`config.mk`:
```
export PLATFORM = sky130hd
export DESIGN_NAME = click_led_show_module
export DESIGN_NICKNAME = d
export VERILOG_FILES = /design/src/rtl/click_pkg.sv /design/src/rtl/ms_tick_gen.sv /design/src/rtl/click_led_show_module.sv
export SDC_FILE = /design/constraint.sdc
export NUM_CORES = 1
export LEC_CHECK = 0
export CORE_MARGIN = 4
export CORE_UTILIZATION = 45
export DETAILED_ROUTE_END_ITERATION = 16
export SLEW_MARGIN = 20
export SYNTH_ARGS = -nofsm -noshare
export SYNTH_HDL_FRONTEND = slang
export SYNTH_SLANG_ARGS = --single-unit
```
`constraint.sdc`:
```
create_clock -name CLOCK -period 2.3 [get_ports CLOCK]
set_input_delay 0.23 -clock CLOCK [delete_from_list [all_inputs] [get_ports CLOCK]]
set_output_delay 0.23 -clock CLOCK [all_outputs]
set_load 0.01 [all_outputs]
```
`src/rtl/click_pkg.sv`:
```
// Constants shared by the click classifier and its consumers.
// This file holds the event bit positions, the state encoding and the LED patterns.
package click_pkg;

    localparam int unsigned EV_SINGLE = 0;
    localparam int unsigned EV_DOUBLE = 1;
    localparam int unsigned EV_LONG   = 2;

    localparam logic [1:0] ST_IDLE   = 2'd0;
    localparam logic [1:0] ST_SHOW_S = 2'd1;
    localparam logic [1:0] ST_SHOW_D = 2'd2;
    localparam logic [1:0] ST_SHOW_L = 2'd3;

    typedef enum logic [1:0] {
        IDLE   = ST_IDLE,
        SHOW_S = ST_SHOW_S,
        SHOW_D = ST_SHOW_D,
        SHOW_L = ST_SHOW_L
    } state_t;

    localparam logic [2:0] LED_OFF    = 3'b000;
    localparam logic [2:0] LED_SINGLE = 3'b001;
    localparam logic [2:0] LED_DOUBLE = 3'b010;
    localparam logic [2:0] LED_LONG   = 3'b100;

    // Priority long > double > single; an empty bus maps to IDLE.
    function automatic state_t event_to_state(input logic [2:0] ev);
        state_t st;
        st = IDLE;
        if (ev[EV_LONG]) begin
            st = SHOW_L;
        end else if (ev[EV_DOUBLE]) begin
            st = SHOW_D;
        end else if (ev[EV_SINGLE]) begin
            st = SHOW_S;
        end
        return st;
    endfunction

endpackage

```
`src/rtl/ms_tick_gen.sv`:
```
// Millisecond tick prescaler: emits a one-cycle pulse every CLK_HZ/1000 clocks.
// Asserting clr restarts the count so that the next tick is a full period away.
module ms_tick_gen #(
    parameter int unsigned CLK_HZ = 50_000_000
) (
    input  logic CLOCK,
    input  logic RST_n,
    input  logic clr,
    output logic tick
);

    localparam int unsigned TICK = CLK_HZ / 1000;
    localparam int unsigned PW   = (TICK > 1) ? $clog2(TICK) : 1;
    localparam logic [PW-1:0] LAST = PW'(TICK - 1);

    logic [PW-1:0] cnt_q, cnt_d;

    always_comb begin
        cnt_d = cnt_q;
        if (clr || (cnt_q == LAST)) begin
            cnt_d = '0;
        end else begin
            cnt_d = cnt_q + PW'(1);
        end
    end

    always_ff @(posedge CLOCK or negedge RST_n) begin
        if (!RST_n) begin
            cnt_q <= '0;
        end else begin
            cnt_q <= cnt_d;
        end
    end

    assign tick = (cnt_q == LAST) && !clr;

endmodule

```
`src/rtl/click_led_show_module.sv`:
```
// Turns single/double/long click events into timed LED patterns on three LEDs.
// A new event always restarts timing with its own pattern, including in the expiry cycle.
module click_led_show_module
    import click_pkg::*;
#(
    parameter int unsigned CLK_HZ   = 50_000_000,
    parameter int unsigned HOLD_MS  = 1000,
    parameter int unsigned BLINK_MS = 100
) (
    input  logic       CLOCK,
    input  logic       RST_n,
    input  logic [2:0] Pin_In,
    output logic [2:0] LED
);

    localparam int unsigned MW = $clog2(HOLD_MS + 1);
    localparam int unsigned BW = $clog2(BLINK_MS + 1);

    localparam logic [MW-1:0] HOLD_FULL  = MW'(HOLD_MS);
    localparam logic [MW-1:0] HOLD_LAST  = MW'(HOLD_MS - 1);
    localparam logic [BW-1:0] BLINK_LAST = BW'(BLINK_MS - 1);

    if ((CLK_HZ % 1000) != 0 || CLK_HZ < 1000) begin : g_bad_clk
        $error("CLK_HZ must be a non-zero multiple of 1000");
    end
    if (HOLD_MS < 1 || BLINK_MS < 1 || BLINK_MS > HOLD_MS) begin : g_bad_ms
        $error("need 1 <= BLINK_MS <= HOLD_MS");
    end

    state_t        state_q, state_d;
    logic [MW-1:0] ms_q, ms_d;
    logic [BW-1:0] blink_q, blink_d;
    logic          phase_q, phase_d;
    logic [2:0]    led_q, led_d;
    logic          start;
    logic          tick;

    assign start = |Pin_In;

    ms_tick_gen #(
        .CLK_HZ(CLK_HZ)
    ) u_ms_tick_gen (
        .CLOCK(CLOCK),
        .RST_n(RST_n),
        .clr  (start),
        .tick (tick)
    );

    // LED follows the state one cycle later, so an expiry edge still shows the pattern.
    always_comb begin
        led_d = LED_OFF;
        unique case (state_q)
            SHOW_S:  led_d = LED_SINGLE;
            SHOW_D:  led_d = phase_q ? LED_DOUBLE : LED_OFF;
            SHOW_L:  led_d = LED_LONG;
            default: led_d = LED_OFF;
        endcase
    end

    always_comb begin
        state_d = state_q;
        ms_d    = ms_q;
        blink_d = blink_q;
        phase_d = phase_q;
        if (start) begin
            state_d = event_to_state(Pin_In);
            ms_d    = '0;
            blink_d = '0;
            phase_d = 1'b1;
        end else if ((state_q != IDLE) && tick) begin
            if (ms_q == HOLD_LAST) begin
                ms_d    = HOLD_FULL;
                state_d = IDLE;
            end else begin
                ms_d = ms_q + MW'(1);
            end
            if (state_q == SHOW_D) begin
                if (blink_q == BLINK_LAST) begin
                    blink_d = '0;
                    phase_d = !phase_q;
                end else begin
                    blink_d = blink_q + BW'(1);
                end
            end
        end
    end

    always_ff @(posedge CLOCK or negedge RST_n) begin
        if (!RST_n) begin
            state_q <= IDLE;
            ms_q    <= '0;
            blink_q <= '0;
            phase_q <= 1'b0;
            led_q   <= LED_OFF;
        end else begin
            state_q <= state_d;
            ms_q    <= ms_d;
            blink_q <= blink_d;
            phase_q <= phase_d;
            led_q   <= led_d;
        end
    end

    assign LED = led_q;

endmodule

```
## Yosys cells after proc, flatten, opt, wreduce, memory -nomap -nowiden

Index checks and enable logic that the tools add are counted.

| operators by class | value |
|---|---|
| equality and inequality tests | 6 |
| reduce and logical (&&, ||, !) cells | 14 |
| add/subtract/negate cells | 3 |
| muxes and demuxes | 20 |

Operator list:

| operator | number |
|---|---|
| 10-bit 2-to-1 mux | 3 |
| 7-bit 2-to-1 mux | 4 |
| 16-bit by 1-bit adder with 16-bit output (second input constant) | 1 |
| 16-bit equality test (second input constant) | 1 |
| 16-bit 2-to-1 mux | 1 |
| 2-bit 2-to-1 mux | 6 |
| 10-bit by 1-bit adder with 10-bit output (second input constant) | 1 |
| 10-bit equality test (second input constant) | 1 |
| 2-bit nonzero test | 5 |
| 3-bit one-hot mux with 3 select lines | 1 |
| 7-bit by 1-bit adder with 7-bit output (second input constant) | 1 |
| 7-bit equality test (second input constant) | 1 |
| 1-bit 2-to-1 mux | 5 |
| 2-bit equality test (second input constant) | 2 |
| 2-bit AND reduction | 2 |
| 3-bit AND reduction | 1 |
| 3-bit OR reduction | 1 |
| 2-bit by 1-bit equality test with 1-bit output (second input constant) | 1 |
| 1-bit logical AND | 2 |
| 1-bit logical NOT | 2 |
| 1-bit logical OR | 1 |

| storage, ports and cells | value |
|---|---|
| bits of input ports | 5 |
| logic and storage cells | 49 |
| output and inout port bits | 3 |
| flip-flop bits (word level) | 39 |

## Logic depth before layout (Yosys ltp)

| logic depth | value |
|---|---|
| depth in word-level cells | 6 |
| depth in mapped cells | 7 |
| mapped depth without buffers | 5 |

## Cells and area by module

From an unflattened synthesis, not the netlist that was laid out.

| unflattened totals | value |
|---|---|
| cell total of the unflattened synthesis | 201 |
| area, all modules | 2,003.2 sq um |

By module, submodules not included:

| module | times used | seq. area each (sq um) | cells each | area each (sq um) |
|---|---|---|---|---|
| click_led_show_module | 1 | 575.6 | 119 | 1,161.1 |
| ms_tick_gen | 1 | 400.4 | 82 | 842.1 |

## Worst setup path before layout

Ideal clock, no wire load.

| path | value |
|---|---|
| path kind | reg-to-reg |
| from | reg u_ms_tick_gen.cnt_q[0] |
| to | reg ms_q[6] |
| setup time | 0.078 ns |
| required time | 2.222 ns |
| cell stages (with the launch flop) | 7 |
| data arrival time | 1.663 ns |
| path slack | 0.559 ns |
| path through | dfrtp_1 -> ha_1 -> and3_2 -> nand4_2 -> buf_6 -> or4_1 -> a21oi_1 |

| between the ends | value |
|---|---|
| longest elaborated chain between the ends | 4 |

RTL lines:

| item | RTL line | RTL |
|---|---|---|
| from (decl) | ms_tick_gen.sv:16 | `logic [PW-1:0] cnt_q, cnt_d;` |
| from (signal assigned) | ms_tick_gen.sv:31 | `cnt_q <= cnt_d;` |
| 16-bit equality test | ms_tick_gen.sv:35 | `assign tick = (cnt_q == LAST) && !clr;` |
| 1-bit logical AND | ms_tick_gen.sv:35 |  |
| 1-bit logical AND | click_led_show_module.sv:70 | `end else if ((state_q != IDLE) && tick) begin` |
| 2-bit nonzero test (no line) | -- |  |
| to (signal assigned) | click_led_show_module.sv:97 | `ms_q <= ms_d;` |
| to (decl) | click_led_show_module.sv:31 | `logic [MW-1:0] ms_q, ms_d;` |

No other way between the ends.
A chain may end at the register's enable or synchronous reset.

## Worst setup path in the final report

| path | value |
|---|---|
| from | reg u_ms_tick_gen.cnt_q[0] |
| to | reg u_ms_tick_gen.cnt_q[3] |

| between the ends | value |
|---|---|
| longest elaborated chain between the ends | 3 |
| elaborated cells on any way between the ends | 4 |
| classes of those cells | add/sub (1); eq/ne (1); mux (1); reduce/logical (1) |

RTL lines:

| item | RTL line | RTL |
|---|---|---|
| parallel branches: the longest is 2 deep, another holds 16-bit by 1-bit adder with 16-bit output | -- |  |
| 16-bit 2-to-1 mux * | ms_tick_gen.sv:20 | `if (clr \|\| (cnt_q == LAST)) begin` |
| net u_ms_tick_gen.cnt_d[3] | ms_tick_gen.sv:16 |  |

Mark *: on every way through the listed nets, which the timed path passes.

==> flow_summary.json <==
{
  "outcome": "finished, final reports clean",
  "synth-main-ff-cell": "dfrtp_1",
  "portBuffers": 7,
  "routabilityCongestion": 0.8186,
  "finalHoldViolCount": 0,
  "antenna_found_initial": 0,
  "path_class": "reg -> reg",
  "crit_family": "simple AND/OR/NAND/NOR gates",
  "hp-class": "in -> async",
  "drt_first_iter_violations": 106,
  "synthArstFlopShare_pct": 100.0,
  "dpl-instance-area_sq_mm": 0.002210,
  "clk_latency_ns": 0.29,
  "cp_max_fo": 24,
  "grt_pass1_wl_microns": 7645,
  "fin_area_sq_mm": 0.002322,
  "final_cell_mix": "dfrtp_1, nor2_1, nand3_1, nand2_1, nand4_1",
  "nets": 231,
  "postCtsHoldBufs": 0,
  "ys_top_cells_by_area": "dfrtp_1, xnor2_1, nand4_1",
  "seq_area_sq_um": 975.9,
  "coreArea_sq_mm": 0.004444,
  "die_y_microns": 76.53,
  "dieWidth_microns": 76.53,
  "slowest_delay_ns": 0.42,
  "period_share_pct": 83.36,
  "wire_per_inst_microns": 15.80,
  "yosysSeqAreaShare_pct": 46.18,
  "firstDrtPassIters": 4,
  "num_io_pins": 8,
  "ctsResizeCount": 0,
  "cp-start-kind": "register",
  "ys_warn_count": 0,
  "post_cts.repair.setup_buffers": 0,
  "grt_max_degree": 40,
  "initial_core_util_pct": 47.55,
  "first_global_vias": 1646,
  "avgViaCountPerCell": 6.047,
  "cp.arrival_ns": 2.12,
  "synth_edf_count": 0,
  "synth.avg_cell_area_sq_um": 9.784,
  "cts_buffers": 5,
  "cts_max_path_buffers": 2,
  "setup_viol_count_final": 0,
  "yosys.area.top_type_share_pct": 46.18,
  "root_buffer": "clkbuf_8",
  "row_count": 24,
  "die_area_sq_mm": 0.005857,
  "irDropWorstVdd_uv": 285.4,
  "syn_nets": 224,
  "setup_tns_ns": 0,
  "synth_area_sq_mm": 0.002113,
  "drc": 0,
  "p_per_area_mw_per_mm2": 568.8,
  "worstMarginPinSlew_ns": 1.043,
  "routed_wl_microns": 4361,
  "clk_pin_slew_ns": 0.08,
  "timing.max_cap.violations": 0,
  "fill_cells": 408,
  "drive_gt1_share_pct": 8.482,
  "path_cells": "ha_1 > and3_2 > nand4_1 > buf_4 > nand2_1 > nor2_1",
  "cts_tree": "done",
  "final_common_cell": "dfrtp_1",
  "worstSetupEndpointType": "register",
  "synthCells": 216,
  "multi_input_area_sq_mm": 0.001051,
  "critical_path_buf_inv_count": 1,
  "area_growth_pct": 9.888,
  "dp_hpwl_microns": 2953,
  "fin_worst_skew_ns": 0.009789,
  "rsz0062_at_grt": "false",
  "vias": 1669,
  "gr-total-overflow": 0,
  "track_usage_pct": 15.86,
  "relSlewSlack_pct": 30.24,
  "crit_required_ns": 2.50,
  "critPathSlowestCell": "dfrtp_1",
  "cts_sinks": 39,
  "finalCriticalPeriod_ns": 1.917,
  "p_leak_uw": 0.0008775,
  "slew_violations": 0,
  "max_freq_ghz": 0.5216,
  "cts-htree-levels": 2,
  "ant_nets": 0,
  "yosys_register_bits": 39,
  "yosys.area.top_type": "dfrtp_1",
  "synth.distinct_cells": 37,
  "num_antenna_cells": 0
}
-- metrics by stage --
stage                     util [%]  power, uW  instances  hold WS [ns]  setup slack (ns)
after floorplan                  -      732.9        216      -0.06559            0.5591
after global placement       49.72      768.4        268        0.3792            0.3423
after detailed placement     49.72      770.7        268        0.3950            0.2951
after CTS                    52.25       1340        276       0.07083            0.3477
after global routing         52.25       1386        276        0.1115            0.2003
final                        52.25       1321        276       0.04331            0.3827
-- layout make-up --
type	instances	area share, %
Tap cell	52	2.802
Multi-Input combinational cell	160	45.26
Sequential cell	39	42.03
Clock buffer	5	2.963
Inverter	6	0.9698
Clock inverter	3	1.886
Timing Repair Buffer	11	4.095
-- flip-flops by register name, summed over array words and instances (netlist names) --
name,flops
u_ms_tick_gen.cnt_q,16
ms_q,10
blink_q,7
LED,3
state_q,2
phase_q,1
-- cell usage after synthesis (all sizes together), types with 2 or more instances --
library cell  count
nand3            15
nand4            14
and3              5
or3               6
xor2              4
nor4b             4
nand2b            3
and4b             2
and4              2
nor2             21
nor2b             2
nand2            14
inv               6
ha                3
o21ai             2
o31ai            10
dfrtp            39
buf               5
nor3              5
nor4              4
o211ai            9
o221ai            2
clkbuf            6
xnor2            10
a21oi             8
and2              3
or4               9
-- metal layers --
metal  wire, microns  global-route usage (%)  up-vias
met2            2129                   26.19       41
met1            2008                   20.39      807
li1                -                       -      815
met3             181                   3.901        6
met5               0                       0        -
met4              42                   5.072        0
-- path summary, 6_finish.rpt --
| check | start | slack (ns) | cells past startpoint | end |
|---|---|---|---|---|
| max | u_ms_tick_gen.cnt_q[0]$_DFF_PN0_ | 0.38 | 6 | u_ms_tick_gen.cnt_q[3]$_DFF_PN0_ |
| max in group asynchronous | RST_n | 1.71 | 1 | ms_q[9]$_DFFE_PN0P_ |
| min in group CLOCK | blink_q[0]$_DFFE_PN0P_ | 0.52 | 1 | blink_q[0]$_DFFE_PN0P_ |
| min reg2reg | blink_q[0]$_DFFE_PN0P_ | 0.52 | 1 | blink_q[0]$_DFFE_PN0P_ |
| min | RST_n | 0.04 | 1 | LED[2]$_DFF_PN0_ |
| max reg2reg | u_ms_tick_gen.cnt_q[0]$_DFF_PN0_ | 0.38 | 6 | u_ms_tick_gen.cnt_q[3]$_DFF_PN0_ |
-- power breakdown --
part / switching (uW) / total [uW] / internal [uW]
combinational: 38.8 / 58.8 / 19.9
clock: 243 / 566 / 323
sequential: 5.06 / 697 / 691
-- kinds of logic after synthesis --
group           share of synthesized area, %
buf+inv                                4.322
mux                                   0.4737
fa+ha+maj                              1.776
compound gates                         10.48
xor+xnor                               5.802
simple gates                           30.97
flops                                  46.18
No activity file was read; power rests on OpenSTA's default activity.
